## config.mk

```make
export PLATFORM = sky130hd
export DESIGN_NAME = muldiv_unit
export DESIGN_NICKNAME = d
export VERILOG_FILES = /design/src/rtl/muldiv_pkg.sv /design/src/rtl/muldiv_div_iter.sv /design/src/rtl/muldiv_unit.sv
export SDC_FILE = /design/constraint.sdc
export NUM_CORES = 2
export LEC_CHECK = 0
export BUFFER_PORTS_ARGS = -buffer_cell sky130_fd_sc_hd__buf_2
export CORE_MARGIN = 2
export CORE_UTILIZATION = 50
export DETAILED_ROUTE_END_ITERATION = 12
export GPL_ROUTABILITY_DRIVEN = 0
export PLACE_DENSITY = 0.78
export SETUP_SLACK_MARGIN = 0.5
export SYNTH_ARGS = -nofsm -noshare
export SYNTH_HDL_FRONTEND = slang
export SYNTH_HIERARCHICAL = 1
export SYNTH_SLANG_ARGS = --single-unit
```

## constraint.sdc

```tcl
create_clock -name clk -period 13 [get_ports clk]
set_clock_uncertainty 0.05 [all_clocks]
set_input_delay 1.95 -clock clk [delete_from_list [all_inputs] [get_ports clk]]
set_output_delay 1.95 -clock clk [all_outputs]
set_load 0.1 [all_outputs]
```

## src/rtl/muldiv_pkg.sv

```systemverilog
// Shared definitions for the HI/LO multiply-divide unit: op codes, FSM states
// and the iteration counter sizing helper.
package muldiv_pkg;

    localparam logic [3:0] OP_MULT  = 4'b0000;
    localparam logic [3:0] OP_MULTU = 4'b0001;
    localparam logic [3:0] OP_DIV   = 4'b0010;
    localparam logic [3:0] OP_DIVU  = 4'b0011;
    localparam logic [3:0] OP_MTHI  = 4'b0100;
    localparam logic [3:0] OP_MTLO  = 4'b0101;
    localparam logic [3:0] OP_MADD  = 4'b0110;
    localparam logic [3:0] OP_MADDU = 4'b0111;
    localparam logic [3:0] OP_MSUB  = 4'b1000;
    localparam logic [3:0] OP_MSUBU = 4'b1001;

    typedef enum logic [1:0] {S_IDLE, S_MUL, S_DIV, S_FIX} state_e;

    // Counter must reach MUL_LAT (accumulate ops) and WIDTH-1 (divide steps).
    function automatic int cnt_width(input int width, input int mul_lat);
        int m;
        m = (mul_lat > width) ? mul_lat + 1 : width + 1;
        return $clog2(m);
    endfunction

endpackage

```

## src/rtl/muldiv_div_iter.sv

```systemverilog
// Radix-2 restoring divider datapath on unsigned magnitudes; one quotient bit
// per step, WIDTH steps per divide. Sign handling lives in the parent.
module muldiv_div_iter #(
    parameter int WIDTH = 32
) (
    input  logic             clk,
    input  logic             reset,
    input  logic             load_i,
    input  logic             step_i,
    input  logic [WIDTH-1:0] dividend_i,
    input  logic [WIDTH-1:0] divisor_i,
    output logic [WIDTH-1:0] quot_o,
    output logic [WIDTH-1:0] rem_o
);

    logic [WIDTH-1:0] rem_q, rem_d, quot_q, quot_d, dvs_q, dvs_d;
    logic [WIDTH:0]   trial;

    // Dividend bits shift out of quot_q's MSB into the partial remainder.
    always_comb begin
        trial  = {rem_q, quot_q[WIDTH-1]} - {1'b0, dvs_q};
        rem_d  = rem_q;
        quot_d = quot_q;
        dvs_d  = dvs_q;
        if (load_i) begin
            rem_d  = '0;
            quot_d = dividend_i;
            dvs_d  = divisor_i;
        end else if (step_i) begin
            if (!trial[WIDTH]) begin
                rem_d  = trial[WIDTH-1:0];
                quot_d = {quot_q[WIDTH-2:0], 1'b1};
            end else begin
                rem_d  = {rem_q[WIDTH-2:0], quot_q[WIDTH-1]};
                quot_d = {quot_q[WIDTH-2:0], 1'b0};
            end
        end
    end

    always_ff @(posedge clk) begin
        if (reset) begin
            rem_q  <= '0;
            quot_q <= '0;
            dvs_q  <= '0;
        end else begin
            rem_q  <= rem_d;
            quot_q <= quot_d;
            dvs_q  <= dvs_d;
        end
    end

    assign quot_o = quot_q;
    assign rem_o  = rem_q;

endmodule

```

## src/rtl/muldiv_unit.sv

```systemverilog
// HI/LO multiply-divide unit: pipelined multiply, iterative divide, flushable.
// Define MULDIV_MADD_EN to enable MADD/MADDU/MSUB/MSUBU accumulate ops.
module muldiv_unit
    import muldiv_pkg::*;
#(
    parameter int WIDTH   = 32,
    parameter int MUL_LAT = 5
) (
    input  logic             clk,
    input  logic             reset,
    input  logic             start_i,
    input  logic [3:0]       op_i,
    input  logic [WIDTH-1:0] a_i,
    input  logic [WIDTH-1:0] b_i,
    input  logic             flush_i,
    output logic             busy_o,
    output logic             done_o,
    output logic [WIDTH-1:0] hi_o,
    output logic [WIDTH-1:0] lo_o
);

    localparam int CNT_W = cnt_width(WIDTH, MUL_LAT);
    localparam int PW    = 2 * WIDTH;

    state_e           state_q;
    logic [CNT_W-1:0] cnt_q, mul_last;
    logic             busy_q, done_q, sgn_q, acc_q, sub_q;
    logic [WIDTH-1:0] hi_q, lo_q, a_q, b_q;
    logic [PW-1:0]    acc_sum_q;
    logic [PW-1:0]    prod_pipe_q [MUL_LAT];

    logic             is_mul, is_div, is_sgn, is_acc, is_sub, accept;
    logic [PW-1:0]    a_ext, b_ext;
    logic [WIDTH-1:0] dvd_mag, dvs_mag, quot, rem;
    logic             q_neg, r_neg;

    always_comb begin
        is_mul = 1'b0;
        is_div = 1'b0;
        is_sgn = 1'b0;
        is_acc = 1'b0;
        is_sub = 1'b0;
        case (op_i)
            OP_MULT:  begin is_mul = 1'b1; is_sgn = 1'b1; end
            OP_MULTU: is_mul = 1'b1;
            OP_DIV:   begin is_div = 1'b1; is_sgn = 1'b1; end
            OP_DIVU:  is_div = 1'b1;
`ifdef MULDIV_MADD_EN
            OP_MADD:  begin is_mul = 1'b1; is_acc = 1'b1; is_sgn = 1'b1; end
            OP_MADDU: begin is_mul = 1'b1; is_acc = 1'b1; end
            OP_MSUB:  begin is_mul = 1'b1; is_acc = 1'b1; is_sub = 1'b1; is_sgn = 1'b1; end
            OP_MSUBU: begin is_mul = 1'b1; is_acc = 1'b1; is_sub = 1'b1; end
`endif
            default: ;
        endcase
    end

    assign accept   = start_i && !busy_q && !flush_i;
    assign a_ext    = {{WIDTH{is_sgn & a_i[WIDTH-1]}}, a_i};
    assign b_ext    = {{WIDTH{is_sgn & b_i[WIDTH-1]}}, b_i};
    assign dvd_mag  = (is_sgn && a_i[WIDTH-1]) ? -a_i : a_i;
    assign dvs_mag  = (is_sgn && b_i[WIDTH-1]) ? -b_i : b_i;
    assign q_neg    = sgn_q & (a_q[WIDTH-1] ^ b_q[WIDTH-1]);
    assign r_neg    = sgn_q & a_q[WIDTH-1];
    assign mul_last = acc_q ? CNT_W'(MUL_LAT) : CNT_W'(MUL_LAT - 1);

    // Free-running product delay line; the FSM picks the tap MUL_LAT-1 edges after accept.
    always_ff @(posedge clk) begin
        prod_pipe_q[0] <= a_ext * b_ext;
        for (int i = 1; i < MUL_LAT; i++) prod_pipe_q[i] <= prod_pipe_q[i-1];
    end

    muldiv_div_iter #(.WIDTH(WIDTH)) u_div (
        .clk        (clk),
        .reset      (reset),
        .load_i     (accept && is_div),
        .step_i     (state_q == S_DIV),
        .dividend_i (dvd_mag),
        .divisor_i  (dvs_mag),
        .quot_o     (quot),
        .rem_o      (rem)
    );

    always_ff @(posedge clk) begin
        if (reset) begin
            state_q   <= S_IDLE;
            cnt_q     <= '0;
            busy_q    <= 1'b0;
            done_q    <= 1'b0;
            hi_q      <= '0;
            lo_q      <= '0;
            a_q       <= '0;
            b_q       <= '0;
            sgn_q     <= 1'b0;
            acc_q     <= 1'b0;
            sub_q     <= 1'b0;
            acc_sum_q <= '0;
        end else begin
            done_q <= 1'b0;
            case (state_q)
                S_IDLE: if (accept) begin
                    cnt_q <= '0;
                    a_q   <= a_i;
                    b_q   <= b_i;
                    sgn_q <= is_sgn;
                    acc_q <= is_acc;
                    sub_q <= is_sub;
                    if (is_mul) begin
                        state_q <= S_MUL;
                        busy_q  <= 1'b1;
                    end else if (is_div) begin
                        state_q <= S_DIV;
                        busy_q  <= 1'b1;
                    end else if (op_i == OP_MTHI) begin
                        hi_q <= a_i;
                    end else if (op_i == OP_MTLO) begin
                        lo_q <= a_i;
                    end
                end
                S_MUL: if (flush_i) begin
                    state_q <= S_IDLE;
                    busy_q  <= 1'b0;
                end else if (cnt_q == mul_last) begin
                    {hi_q, lo_q} <= acc_q ? acc_sum_q : prod_pipe_q[MUL_LAT-1];
                    state_q      <= S_IDLE;
                    busy_q       <= 1'b0;
                    done_q       <= 1'b1;
                end else begin
                    // Last capture (cnt == MUL_LAT-1) is the one the accumulate cycle uses.
                    cnt_q     <= cnt_q + CNT_W'(1);
                    acc_sum_q <= sub_q ? {hi_q, lo_q} - prod_pipe_q[MUL_LAT-1]
                                       : {hi_q, lo_q} + prod_pipe_q[MUL_LAT-1];
                end
                S_DIV: if (flush_i) begin
                    state_q <= S_IDLE;
                    busy_q  <= 1'b0;
                end else if (cnt_q == CNT_W'(WIDTH - 1)) begin
                    state_q <= S_FIX;
                end else begin
                    cnt_q <= cnt_q + CNT_W'(1);
                end
                S_FIX: if (flush_i) begin
                    state_q <= S_IDLE;
                    busy_q  <= 1'b0;
                end else begin
                    if (b_q == '0) begin
                        hi_q <= a_q;
                        lo_q <= '1;
                    end else begin
                        hi_q <= r_neg ? -rem : rem;
                        lo_q <= q_neg ? -quot : quot;
                    end
                    state_q <= S_IDLE;
                    busy_q  <= 1'b0;
                    done_q  <= 1'b1;
                end
                default: state_q <= S_IDLE;
            endcase
        end
    end

    assign busy_o = busy_q;
    assign done_o = done_q;
    assign hi_o   = hi_q;
    assign lo_o   = lo_q;

endmodule

```

# Word-level counts from Yosys, hierarchy flattened
# Memories as Yosys holds them, arrays and structs flattened.
# Cells that the tools add are included.
op_classes:
  addsub: 6
  mul: 1
  n_eq_ne: 26
  n_mux: 55
  bitwise_logic: 5
  n_reduce_logical: 23
op_table:
  columns: ["operator", "count"]
  rows:
  - ["2-to-1 mux 32 bit", 24]
  - ["one-hot mux 32 bit (3 select lines)", 2]
  - ["negation 32 bit", 4]
  - ["multiplier 33 x 33 -> 64 bit", 1]
  - ["subtractor 33 x 32 -> 33 bit", 1]
  - ["zero test 32 bit", 1]
  - ["2-to-1 mux 6 bit", 5]
  - ["inequality test 2 bit (second input constant)", 13]
  - ["one-hot mux 6 bit (3 select lines)", 1]
  - ["2-to-1 mux 2 bit", 7]
  - ["2-to-1 mux 1 bit", 13]
  - ["inequality test 3 bit (second input constant)", 3]
  - ["AND reduction 9 bit", 1]
  - ["== test 4 x 2 -> 1 bit (second input constant)", 2]
  - ["== test 4 x 3 -> 1 bit (second input constant)", 2]
  - ["one-hot mux 2 bit (4 select lines)", 1]
  - ["AND reduction 4 bit", 2]
  - ["AND reduction 8 bit", 1]
  - ["OR reduction 2 bit", 4]
  - ["adder 6 x 1 -> 6 bit (second input constant)", 1]
  - ["== test 6 x 3 -> 1 bit (second input constant)", 1]
  - ["== test 6 x 5 -> 1 bit (second input constant)", 1]
  - ["AND reduction 6 bit", 1]
  - ["nonzero test 3 bit", 2]
  - ["other kinds (13)", 22]
word_totals:
  register_bits: 235
  mem_bits_rw: 320
  out_inout_bits: 66
  wordCells: 129
  n_memories: 1
mem_list:
  columns: ["name", "depth", "word_bits", "rd", "rd_ports_with_merged_regs", "wr", "line", "rtl"]
  rows:
  - ["prod_pipe_q", 5, 64, 5, 0, 5, "muldiv_unit.sv:30", "logic [PW-1:0] prod_pipe_q [MUL_LAT];"]

# Depth between registers and ports, before layout
depth:
  ltp_word: 7
  depth_mapped: 31

# By module
# Netlist, hierarchy kept.
modules_own_cells:
  columns: ["mod", "n_inst", "cells_each", "area_per_inst_um2", "seq_area_each_um2"]
  rows:
  - ["muldiv_unit", 1, 5748, 53159.7, 9188.8]
  - ["muldiv_div_iter", 1, 737, 5763.0, 1921.8]

# Worst setup path before layout
# Ideal clock, no wire load.
synth_timing:
  path_type: "input to register"
  from: "in op_i[0]"
  to: "mem prod_pipe_q[0][60] (netlist name)"
  setup_time_ns: 0.073
  arrival_ns: 9.500
  t_required_ns: 12.877
  path_slack_ns: 3.377
  stages: 27
  path_cell_list: "nor3_1 > and2_1 > clkbuf_1 > clkbuf_1 > nand2_1 > inv_1 > fa_1 > fa_1 > fa_1 > inv_1 > fa_1 > fa_1 > fa_1 > fa_1 > fa_1 > inv_1 > ha_1 > clkbuf_1 > a21o_1 > a21o_1 > a211o_1 > a221oi_1 > o21ai_0 > a21oi_1 > o311ai_1 > a41oi_1 > xnor2_1"
synth_rtl:
  columns: ["item", "line", "rtl"]
  rows:
  - ["start: declaration", "muldiv_unit.sv:12", "input logic [3:0] op_i,"]
  - ["end: declaration", "muldiv_unit.sv:30", null]

==> impl_metrics.tcl <==
set metrics [dict create \
    status "finished clean" \
    hold_path.startpoint "prod_pipe_q[0][151]" \
    hp-class "flop to flop" \
    drv_cap 0 \
    period_minus_slack_ns 10.36 \
    synth_xor_area_share_pct 3.402 \
    cp-end-kind "flop" \
    grt_max_degree 122 \
    first_pass_iters 6 \
    fmax_mhz 96.52 \
    synth-edff-count 0 \
    clk_pin_slew_ns 0.07 \
    drcViolationCount 0 \
    die_area_mm2 0.1206 \
    synth_compound_area_share_pct 8.216 \
    arrival_ns 10.85 \
    antenna_found_initial 7 \
    avgViaCountPerCell 5.738 \
    post_cts_resized 0 \
    postCtsHoldBufs 0 \
    portBuffers 137 \
    synthesis.nets 7937 \
    start_util_pct 50.57 \
    r2r-end "u_div/rem_o[7]" \
    synth_adder_area_share_pct 43.65 \
    tightest_slew_ns 1.226 \
    tns_ns 0 \
    hold-path-endpoint "prod_pipe_q[0][215]" \
    syn_avg_cell_area_um2 9.086 \
    ant_nets 0 \
    drive_gt1_share_pct 5.437 \
    hold_violations 0 \
    grt_pass1_wl_um 269600 \
    slew_violations 0 \
    grt_pass1_vias 47259 \
    yosysWarningCount 6 \
    cp_max_fo 14 \
    finalNetCount 7797 \
    dieWidth_um 347.3 \
    num-fill-cells 9940 \
    routed_wirelength_um 172500 \
    row_count 125 \
    dieHeight_um 347.3 \
    drt_iter0_drc 4722 \
    ff2ff_path_depth 13 \
    clkSinkCount 555 \
    synth_cell_types 79 \
    worst_ep_required_time_ns 13.49 \
    rsz0062_at_grt "false" \
    clk_path_buf_depth 3 \
    root_buffer "clkbuf_16" \
    startpoint_type "input port" \
    max-slew-margin-rel_pct 18.03 \
    synth-seq-cells 555 \
    area_growth_pct 5.914 \
    worstSetupPathType "input port to flop" \
    cts_buffers 48 \
    track_usage_pct 28.83 \
    wl_per_cell_um 21.80 \
    post_cts_buffers 0 \
    clk_latency_ns 0.62 \
    cts_tree "done" \
    yosysSeqAreaShare_pct 18.86 \
    netlist_area_mm2 0.05892 \
    grt_overflow 0 \
    finalSetupViolCount 0 \
    reg2reg_setup_slack_ns 9.43 \
    vias 45403 \
    async_flop_share_pct 0 \
    muxShareOfSynthArea_pct 1.123 \
    rr_startpoint "u_div/quot_o[31]" \
    synthCells 6485 \
    ios 138 \
    post-route-period-util_pct 79.69 \
    cts.htree.levels 2 \
    ys.flop_type "dfxtp_1" \
    synth_top_family_by_area "adder cells" \
    hpwlAfterDp_um 127900 \
    hold_depth 0 \
    coreArea_mm2 0.1165 \
    synth-simple-area-share_pct 14.51 \
]
## cell usage in the layout (no fill, tap or decap), types with 48 or more instances in the layout
cell / instances
buf_4: 81
inv_1: 1196
a21o_1: 52
xor2_1: 88
clkbuf_16: 48
and2_1: 321
xnor2_1: 138
dfxtp_1: 555
nor2_1: 296
mux2i_1: 65
a311oi_1: 63
buf_2: 136
a22oi_1: 62
nand2_1: 1034
o21ai_0: 140
fa_1: 1126
ha_1: 251
a21oi_1: 244
## layer usage
layer | global-route usage [%] | wire length (um) | part of all wire (%)
met1 | 36.48 | 62310 | 36
met2 | 46.06 | 77860 | 45
met3 | 6.402 | 20670 | 12
met4 | 15.71 | 11570 | 6.7
met5 | 0.3601 | 70 | 0.041
## sequential cells by signal, summed over array words and instances (netlist names), 2 cells and up
signal        count
a_q              32
state_q           2
u_div/dvs_q      32
u_div/quot_o     32
cnt_q             6
u_div/rem_o      32
prod_pipe_q     320
lo_o             32
b_q              32
hi_o             32
## synthesized netlist by cell type, types with 10 or more instances
cell type,instances,area (um2)
a211oi_1,11,82.58
a21o_1,52,390.4
a21oi_1,246,1231
a22oi_1,62,465.5
a311oi_1,63,551.8
a31oi_1,40,250.2
and2_1,322,2014
and3_1,22,137.6
buf_1,54,202.7
clkbuf_1,344,1291
dfxtp_1,555,11110
fa_1,1126,22540
ha_1,254,3178
inv_1,1196,4489
mux2i_1,65,650.6
nand2_1,1035,3885
nand2b_1,20,125.1
nand3_1,45,225.2
nand4_1,18,112.6
nor2_1,298,1119
nor2b_1,15,93.84
nor3_1,35,175.2
nor4_1,23,143.9
o211ai_1,25,187.7
o21ai_0,141,705.7
o21bai_1,10,75.07
o31ai_1,15,112.6
o41ai_1,13,113.9
or3_1,19,118.9
or4_1,10,75.07
xnor2_1,139,1217
xor2_1,88,770.7
## cells by family (layout without fill, tap and decap cells)
kind of cell,Yosys count,count (layout)
AND/OR/NAND/NOR,1898,1898
flip-flops,555,555
buffers and inverters,1605,1502
adder cells (fa/ha/maj),1380,1380
multiplexers,66,66
other,0,6
AO/OA/AOI/OAI,753,753
XOR/XNOR,228,228
## final cells by class
type	instances	area, um2	area share [%]
flip-flops and latches	555	11110	17.80
multi-input cells	4325	41850	67.06
well taps	1524	1907	3.055
clock inverters	28	437.9	0.7017
clock buffers	59	1292	2.071
repair buffers	218	1300	2.083
diodes	6	15.01	0.02406
inverters	1197	4493	7.200
## worst max path at each step
stage,start,slack (ns),cells after the start,endpoint
after floorplan,op_i[0],3.38,27,prod_pipe_q[0][60]
after global placement,op_i[0],2.37,24,prod_pipe_q[0][60]
after detailed placement,op_i[0],2.19,24,prod_pipe_q[0][60]
after CTS,op_i[0],2.80,24,prod_pipe_q[0][60]
after global routing,op_i[0],2.31,24,prod_pipe_q[0][60]
final,op_i[0],2.64,24,prod_pipe_q[0][60]
## per-stage QoR
stage	setup WS (ns)	hold WS, ns	util, %	instance area [um2]	cells
global placement	2.375	0.2597	52.06	60660	7819
detailed placement	2.191	0.2621	52.06	60660	7819
finish	2.640	0.2658	53.56	62410	7912
global route	2.310	0.2773	53.55	62400	7909
CTS	2.802	0.2679	53.55	62390	7906
floorplan	3.377	0.2596	-	58920	6485
## critical path, stage by stage
cell and delay, ns:
buf_2 0.12, nor3_2 0.52, nand2_1 0.51, nor2_1 0.57, fa_1 0.62, fa_1 0.64
fa_1 0.54, inv_1 0.42, fa_1 0.50, fa_1 0.51, fa_1 0.57, fa_1 0.43
fa_1 0.49, inv_1 0.04, ha_1 0.37, a21o_1 0.20, a21o_1 0.19, a211o_1 0.31
a221oi_1 0.31, o21ai_0 0.14, a21oi_1 0.20, o311ai_1 0.23, a41oi_1 0.30, xnor2_1 0.15
Power is not shown: default switching activity piles up to over one toggle a cycle in this logic, so the estimate is an artifact.
